`src/rtl/wb_pkg.sv`:
```
// Shared widths and types for the writeback arbiter slice.
// Declarations only: no latency and no flow control of its own.
package wb_pkg;

   localparam int REG_W    = 5;
   localparam int DATA_W   = 32;
   localparam int NUM_REGS = 32;

   typedef struct packed {
      logic [REG_W-1:0]  rd;
      logic [DATA_W-1:0] data;
   } wb_entry_t;

   typedef enum logic [1:0] {
      SEL_NONE = 2'd0,
      SEL_PIPE = 2'd1,
      SEL_MD   = 2'd2
   } wb_sel_e;

   function automatic logic [NUM_REGS-1:0] rd_onehot(input logic [REG_W-1:0] rd);
      logic [NUM_REGS-1:0] oh;
      oh     = '0;
      oh[rd] = 1'b1;
      return oh;
   endfunction

endpackage

```
`src/rtl/wb_fifo.sv`:
```
// Small synchronous FIFO of writeback entries, also exposing every slot's valid/rd.
// Latency: push visible at head the next cycle; backpressure: push ignored when full, pop ignored when empty.
module wb_fifo
   import wb_pkg::*;
#(
   parameter int DEPTH = 2
) (
   input  logic                   clock,
   input  logic                   ctrl_reset_n,
   input  logic                   push,
   input  wb_entry_t              push_dat,
   input  logic                   pop,
   output wb_entry_t              head,
   output logic                   full,
   output logic                   empty,
   output logic [DEPTH-1:0]       ent_vld,
   output logic [DEPTH*REG_W-1:0] ent_rd
);

   localparam int AW = $clog2(DEPTH);

   logic [AW:0]      wr_ptr_q, wr_ptr_d;
   logic [AW:0]      rd_ptr_q, rd_ptr_d;
   logic [AW-1:0]    wr_idx, rd_idx;
   wb_entry_t        mem_q [DEPTH];
   wb_entry_t        mem_d [DEPTH];
   logic [DEPTH-1:0] vld_q, vld_d;
   logic             push_ok, pop_ok;

   assign wr_idx  = wr_ptr_q[AW-1:0];
   assign rd_idx  = rd_ptr_q[AW-1:0];
   // The extra pointer bit distinguishes a full ring from an empty one.
   assign empty   = (wr_ptr_q == rd_ptr_q);
   assign full    = (wr_ptr_q[AW] != rd_ptr_q[AW]) && (wr_idx == rd_idx);
   assign push_ok = push && !full;
   assign pop_ok  = pop && !empty;
   assign head    = mem_q[rd_idx];
   assign ent_vld = vld_q;

   for (genvar g = 0; g < DEPTH; g++) begin : g_rd
      assign ent_rd[g*REG_W +: REG_W] = mem_q[g].rd;
   end

   always_comb begin
      wr_ptr_d = wr_ptr_q;
      rd_ptr_d = rd_ptr_q;
      mem_d    = mem_q;
      vld_d    = vld_q;
      if (pop_ok) begin
         rd_ptr_d      = rd_ptr_q + (AW+1)'(1);
         vld_d[rd_idx] = 1'b0;
      end
      if (push_ok) begin
         wr_ptr_d      = wr_ptr_q + (AW+1)'(1);
         mem_d[wr_idx] = push_dat;
         vld_d[wr_idx] = 1'b1;
      end
   end

   always_ff @(posedge clock or negedge ctrl_reset_n) begin
      if (!ctrl_reset_n) begin
         wr_ptr_q <= '0;
         rd_ptr_q <= '0;
         vld_q    <= '0;
         for (int i = 0; i < DEPTH; i++) mem_q[i] <= '0;
      end else begin
         wr_ptr_q <= wr_ptr_d;
         rd_ptr_q <= rd_ptr_d;
         vld_q    <= vld_d;
         for (int i = 0; i < DEPTH; i++) mem_q[i] <= mem_d[i];
      end
   end

endmodule

```
`src/rtl/wb_arbiter.sv`:
```
// Merges pipeline writebacks with queued multdiv results onto the single register-file write port.
// Latency: pipe 1 cycle, multdiv >= 2 cycles; backpressure: md_ready = !full, pipe_stall pulses after starvation.
module wb_arbiter
   import wb_pkg::*;
#(
   parameter int MD_DEPTH   = 2,
   parameter int STARVE_LIM = 4
) (
   input  logic        clock,
   input  logic        ctrl_reset_n,
   input  logic        pipe_valid,
   input  logic [4:0]  pipe_rd,
   input  logic [31:0] pipe_data,
   input  logic        md_valid,
   input  logic [4:0]  md_rd,
   input  logic [31:0] md_data,
   output logic        md_ready,
   output logic        pipe_stall,
   output logic        ctrl_writeEnable,
   output logic [4:0]  ctrl_writeReg,
   output logic [31:0] data_writeReg,
   output logic [31:0] busy_mask
);

   localparam int CNT_W = $clog2(STARVE_LIM + 1);

   wb_entry_t                 md_entry, md_head;
   logic                      md_full, md_empty, md_push, md_pop;
   logic [MD_DEPTH-1:0]       md_ent_vld;
   logic [MD_DEPTH*REG_W-1:0] md_ent_rd;
   logic                      pipe_ok;
   wb_sel_e                   sel;

   logic [CNT_W-1:0]  starve_cnt_q, starve_cnt_d;
   logic              pipe_stall_q, pipe_stall_d;
   logic              we_q, we_d;
   logic [REG_W-1:0]  wr_reg_q, wr_reg_d;
   logic [DATA_W-1:0] wr_data_q, wr_data_d;
   logic              out_md_q, out_md_d;
   logic [NUM_REGS-1:0] busy_c;

   // Ready depends only on stored occupancy, never on this cycle's pop.
   assign md_ready = !md_full;
   assign md_push  = md_valid && !md_full && (md_rd != '0);
   assign md_entry = '{rd: md_rd, data: md_data};
   assign pipe_ok  = pipe_valid && (pipe_rd != '0) && !pipe_stall_q;
   assign md_pop   = (sel == SEL_MD);

   wb_fifo #(
      .DEPTH (MD_DEPTH)
   ) u_md_fifo (
      .clock        (clock),
      .ctrl_reset_n (ctrl_reset_n),
      .push         (md_push),
      .push_dat     (md_entry),
      .pop          (md_pop),
      .head         (md_head),
      .full         (md_full),
      .empty        (md_empty),
      .ent_vld      (md_ent_vld),
      .ent_rd       (md_ent_rd)
   );

   always_comb begin
      sel = SEL_NONE;
      if (pipe_stall_q && !md_empty) begin
         sel = SEL_MD;
      end else if (pipe_ok) begin
         sel = SEL_PIPE;
      end else if (!md_empty) begin
         sel = SEL_MD;
      end
   end

   always_comb begin
      starve_cnt_d = '0;
      pipe_stall_d = 1'b0;
      if (!md_empty && !md_pop) begin
         pipe_stall_d = (starve_cnt_q == CNT_W'(STARVE_LIM - 1));
         starve_cnt_d = (starve_cnt_q == CNT_W'(STARVE_LIM)) ? starve_cnt_q
                                                             : starve_cnt_q + CNT_W'(1);
      end
   end

   // Address and data hold when idle; only the enable drops.
   always_comb begin
      we_d      = 1'b0;
      out_md_d  = 1'b0;
      wr_reg_d  = wr_reg_q;
      wr_data_d = wr_data_q;
      unique case (sel)
         SEL_PIPE: begin
            we_d      = 1'b1;
            wr_reg_d  = pipe_rd;
            wr_data_d = pipe_data;
         end
         SEL_MD: begin
            we_d      = 1'b1;
            out_md_d  = 1'b1;
            wr_reg_d  = md_head.rd;
            wr_data_d = md_head.data;
         end
         default: ;
      endcase
   end

   // Each register compares against every queued slot, so duplicates keep the bit alive.
   always_comb begin
      busy_c = '0;
      for (int r = 0; r < NUM_REGS; r++) begin
         for (int i = 0; i < MD_DEPTH; i++) begin
            if (md_ent_vld[i] && (md_ent_rd[i*REG_W +: REG_W] == REG_W'(r))) busy_c[r] = 1'b1;
         end
      end
      if (out_md_q) busy_c = busy_c | rd_onehot(wr_reg_q);
   end

   always_ff @(posedge clock or negedge ctrl_reset_n) begin
      if (!ctrl_reset_n) begin
         starve_cnt_q <= '0;
         pipe_stall_q <= 1'b0;
         we_q         <= 1'b0;
         wr_reg_q     <= '0;
         wr_data_q    <= '0;
         out_md_q     <= 1'b0;
      end else begin
         starve_cnt_q <= starve_cnt_d;
         pipe_stall_q <= pipe_stall_d;
         we_q         <= we_d;
         wr_reg_q     <= wr_reg_d;
         wr_data_q    <= wr_data_d;
         out_md_q     <= out_md_d;
      end
   end

   assign pipe_stall       = pipe_stall_q;
   assign ctrl_writeEnable = we_q;
   assign ctrl_writeReg    = wr_reg_q;
   assign data_writeReg    = wr_data_q;
   assign busy_mask        = busy_c;

   // A stall always forces a pop, so it can never last two cycles.
   a_stall_pulse : assert property (@(posedge clock) disable iff (!ctrl_reset_n)
      pipe_stall_q |=> !pipe_stall_q);

   a_md_out_enabled : assert property (@(posedge clock) disable iff (!ctrl_reset_n)
      out_md_q |-> we_q);

endmodule

```
`config.mk`:
```
export PLATFORM = sky130hd
export DESIGN_NAME = wb_arbiter
export DESIGN_NICKNAME = d
export VERILOG_FILES = /design/src/rtl/wb_pkg.sv /design/src/rtl/wb_fifo.sv /design/src/rtl/wb_arbiter.sv
export SDC_FILE = /design/constraint.sdc
export NUM_CORES = 1
export LEC_CHECK = 0
export ABC_AREA = 0
export CORE_ASPECT_RATIO = 1.2
export CORE_UTILIZATION = 46
export CTS_CLUSTER_DIAMETER = 40
export DETAILED_ROUTE_END_ITERATION = 6
export GPL_TIMING_DRIVEN = 0
export HOLD_SLACK_MARGIN = 0.12
export PLACE_DENSITY = 0.89
export SLEW_MARGIN = 20
export SYNTH_ARGS = -nofsm -noshare
export SYNTH_HDL_FRONTEND = slang
export SYNTH_HIERARCHICAL = 1
export SYNTH_SLANG_ARGS = --single-unit
```
`constraint.sdc`:
```
create_clock -name clock -period 2.3 [get_ports clock]
set_input_delay 0.23 -clock clock [delete_from_list [all_inputs] [get_ports clock]]
set_output_delay 0.23 -clock clock [all_outputs]
set_load 0.01 [all_outputs]
```
==> reports/results.ini <==
[finish]
final_area_um2=9410
final_nets=852
layout-drive-gt1-share_pct=31.1
area.growth.synth_to_final_pct=41.7
fill_cells=1004
layout_common_cells=dfrtp_1 (122), clkdlybuf4s50_1 (118), nand2_1 (101)
diodes=0
regArea_um2=3080
layout_commonest_cell=dfrtp_1
finalCoreUtilization_pct=67.5
multi_input_area_um2=3360

[global_route]
grt_max_degree=76
antenna_found_initial=0
grt_usage_pct=24.1
grt-ovfl-total=0
grt_pass1_vias=5518
grt_first_pass_wirelength_um=28100

[critical_path]
end_kind=flip-flop
cp_common_cell=buf_6
cp_max_fo=10
criticalPathCategory=reg2reg
cp.arrival_ps=2560
crit_path_start_kind=flip-flop
critical-path-slowest-cell=dfrtp_1
max_stage_delay_ps=380
path_cells=buf_6 > buf_8 > xor2_4 > nor2_2 > inv_1 > o311a_4 > nand2b_1 > o21bai_2 > buf_6 > buf_12 > mux2_4
worstPathRequired_ps=2590

[placement]
dpl_worst_slack_ps=-492
place_congestion=0.983
io_buffers=149
dp_hpwl_um=12100
place_area_um2=8390

[floorplanning]
rows=47
die_area_um2=14900
coreArea_um2=13900
io_pins=150
die_width_um=112
start_util_pct=47.6
fp.dieH_um=134

[power]
p_total_uw=14400
leakage_uw=0.00436
max-vdd-ir-drop_uv=732
powerDensity_nw_per_um2=1530

[synthesis]
yosysWarnings=6
synthArstFlopShare_pct=100
synth_nets=661
synth_cells=579
ys.flop_type=dfrtp_1
synth_cell_types=44
yosysSeqAreaShare_pct=46.4
synth_edf_count=0
syn-cell-area_um2=6640
syn_area_per_cell_um2=11.5
ys_ff_latch=123

[drt]
via_per_inst=5.51
first_pass_iters=7
vias=5241
drc_errors=12
drt_iter0_drc=625
ant_nets=0
wl_um=17700
wire_per_inst_um=18.6

[timing]
worst_slew_pin_slew_ps=831
rsz0062_at_grt=true
clock.fmax_mhz=441
finalSetupViolations=0
drv_slew=0
skew_ps=9.23
fin_crit_sh_pct=98.7
hold_ws_ps=326
setup_ws_ps=30.6
period_needed_ps=2270
slew_headroom_pct=44.6
hold_viol_final=0

[outcome]
status=finished, violations left
violations=DRC

[clocking]
clk_latency_ps=410
cts_buffer_depth=2
cts_root_buf=clkbuf_16
clk_pin_slew_ps=50
htreeDepth=4
tritoncts=done
cts_buffers=17
cts.sinks=123

[job]
cap_violations=0

[hold_path]
hold_path_class=in2async

[synth_stat cells, types with 2 or more instances]
cell type | count | area (um2)
inv_1 | 10 | 37.5
mux2_4 | 30 | 450
buf_1 | 7 | 26.3
xnor2_1 | 2 | 17.5
dfrtp_1 | 123 | 3080
a22oi_1 | 21 | 158
and4_1 | 2 | 17.5
and3_1 | 2 | 12.5
nand2_1 | 102 | 383
nand2b_1 | 5 | 31.3
mux2i_1 | 39 | 390
o211ai_1 | 4 | 30.0
and4bb_2 | 6 | 75.1
and4b_1 | 6 | 60.1
buf_6 | 4 | 45.0
nor3b_1 | 4 | 30.0
a32oi_1 | 8 | 70.1
mux2_1 | 4 | 45.0
mux2_2 | 78 | 878
clkbuf_1 | 10 | 37.5
nor2b_1 | 7 | 43.8
buf_12 | 3 | 60.1
a222oi_1 | 3 | 30.0
buf_2 | 9 | 45.0
nor2_1 | 7 | 26.3
ha_1 | 4 | 50.1
nor3_1 | 5 | 25.0
and3b_1 | 5 | 43.8
nand3_1 | 3 | 15.0
buf_4 | 13 | 97.6
a211oi_1 | 2 | 15.0
o21ai_0 | 39 | 195
[worst max-delay path, delay by kind of cell, from the launching register on]
family                 cells  cell delay, ps
multiplexers               1             300
XOR/XNOR                   1             170
AND/OR/NAND/NOR            2             160
AO/OA/AOI/OAI              2             450
buffers and inverters      5             680
flip-flops                 1             380
[power breakdown]
group,switching [uW],internal [uW]
sequential,779,3300
combinational,3480,4230
clock,907,1710
[repair_timing]
item | 4_1_cts | 5_1_grt
hold buffers | 1 | 0
endpoints found under the setup margin | 149 | 110
setup buffers | 16 | 8
endpoints found under the hold margin | 48 | 0
cloned | 1 | 0
pin swaps | 8 | 6
resized for setup | 78 | 41
[final cells by class]
type,instances,area share [%]
multi-input cells,400,35.7
flip-flops and latches,123,32.7
repair buffers,176,18.5
clock buffers,21,4.79
well taps,171,2.27
inverters,10,0.399
plain buffers,42,4.28
clock inverters,9,1.30
[final timing paths]
path | start | endpoint | slack [ps] | depth (start not counted)
worst max-delay path | u_md_fifo/rd_ptr_q[0] | u_md_fifo/mem_q[66] | 30 | 11
worst min-delay path | ctrl_reset_n | u_md_fifo/mem_q[17] | 330 | 2
worst max register to register | u_md_fifo/rd_ptr_q[0] | u_md_fifo/mem_q[66] | 30 | 11
worst min register to register | u_md_fifo/mem_q[10] | u_md_fifo/mem_q[10] | 480 | 1
max in group asynchronous | ctrl_reset_n | u_md_fifo/ent_vld[1] | 1240 | 3
min in group clock | md_data[19] | u_md_fifo/mem_q[19] | 440 | 2
[logic make-up after synthesis]
logic type      count (synthesis)  share of synthesized area, %
buf+inv                        56                          5.26
mux                           151                          26.6
simple gates                  159                          12.2
compound gates                 82                          8.18
fa+ha+maj                       4                         0.754
flops                         123                          46.4
xor+xnor                        4                         0.641
[registers in the layout (all words and copies together) (netlist names)]
register	cells
ctrl_writeEnable	1
ctrl_writeReg	5
data_writeReg	32
out_md_q	1
pipe_stall	1
starve_cnt_q	3
u_md_fifo/ent_rd	10
u_md_fifo/ent_vld	2
u_md_fifo/mem_q	64
u_md_fifo/rd_ptr_q	2
u_md_fifo/wr_ptr_q	2
[routing by layer]
metal	vias up	wire length (um)	global-route usage (%)
li1	2447	-	-
met1	2549	7130	28.5
met2	206	9070	42.3
met3	39	1030	4.28
met4	0	494	11.7
met5	-	0	0
[metrics by stage]
stage / instances / setup TNS, ps
3_3_place_gp: 899 / -497590
5_1_grt: 952 / -1180
3_5_place_dp: 900 / -34330
6_report: 952 / 0
4_1_cts: 945 / 0
2_1_floorplan: 579 / 0
Note: power is estimated with default switching activity, not from simulation.
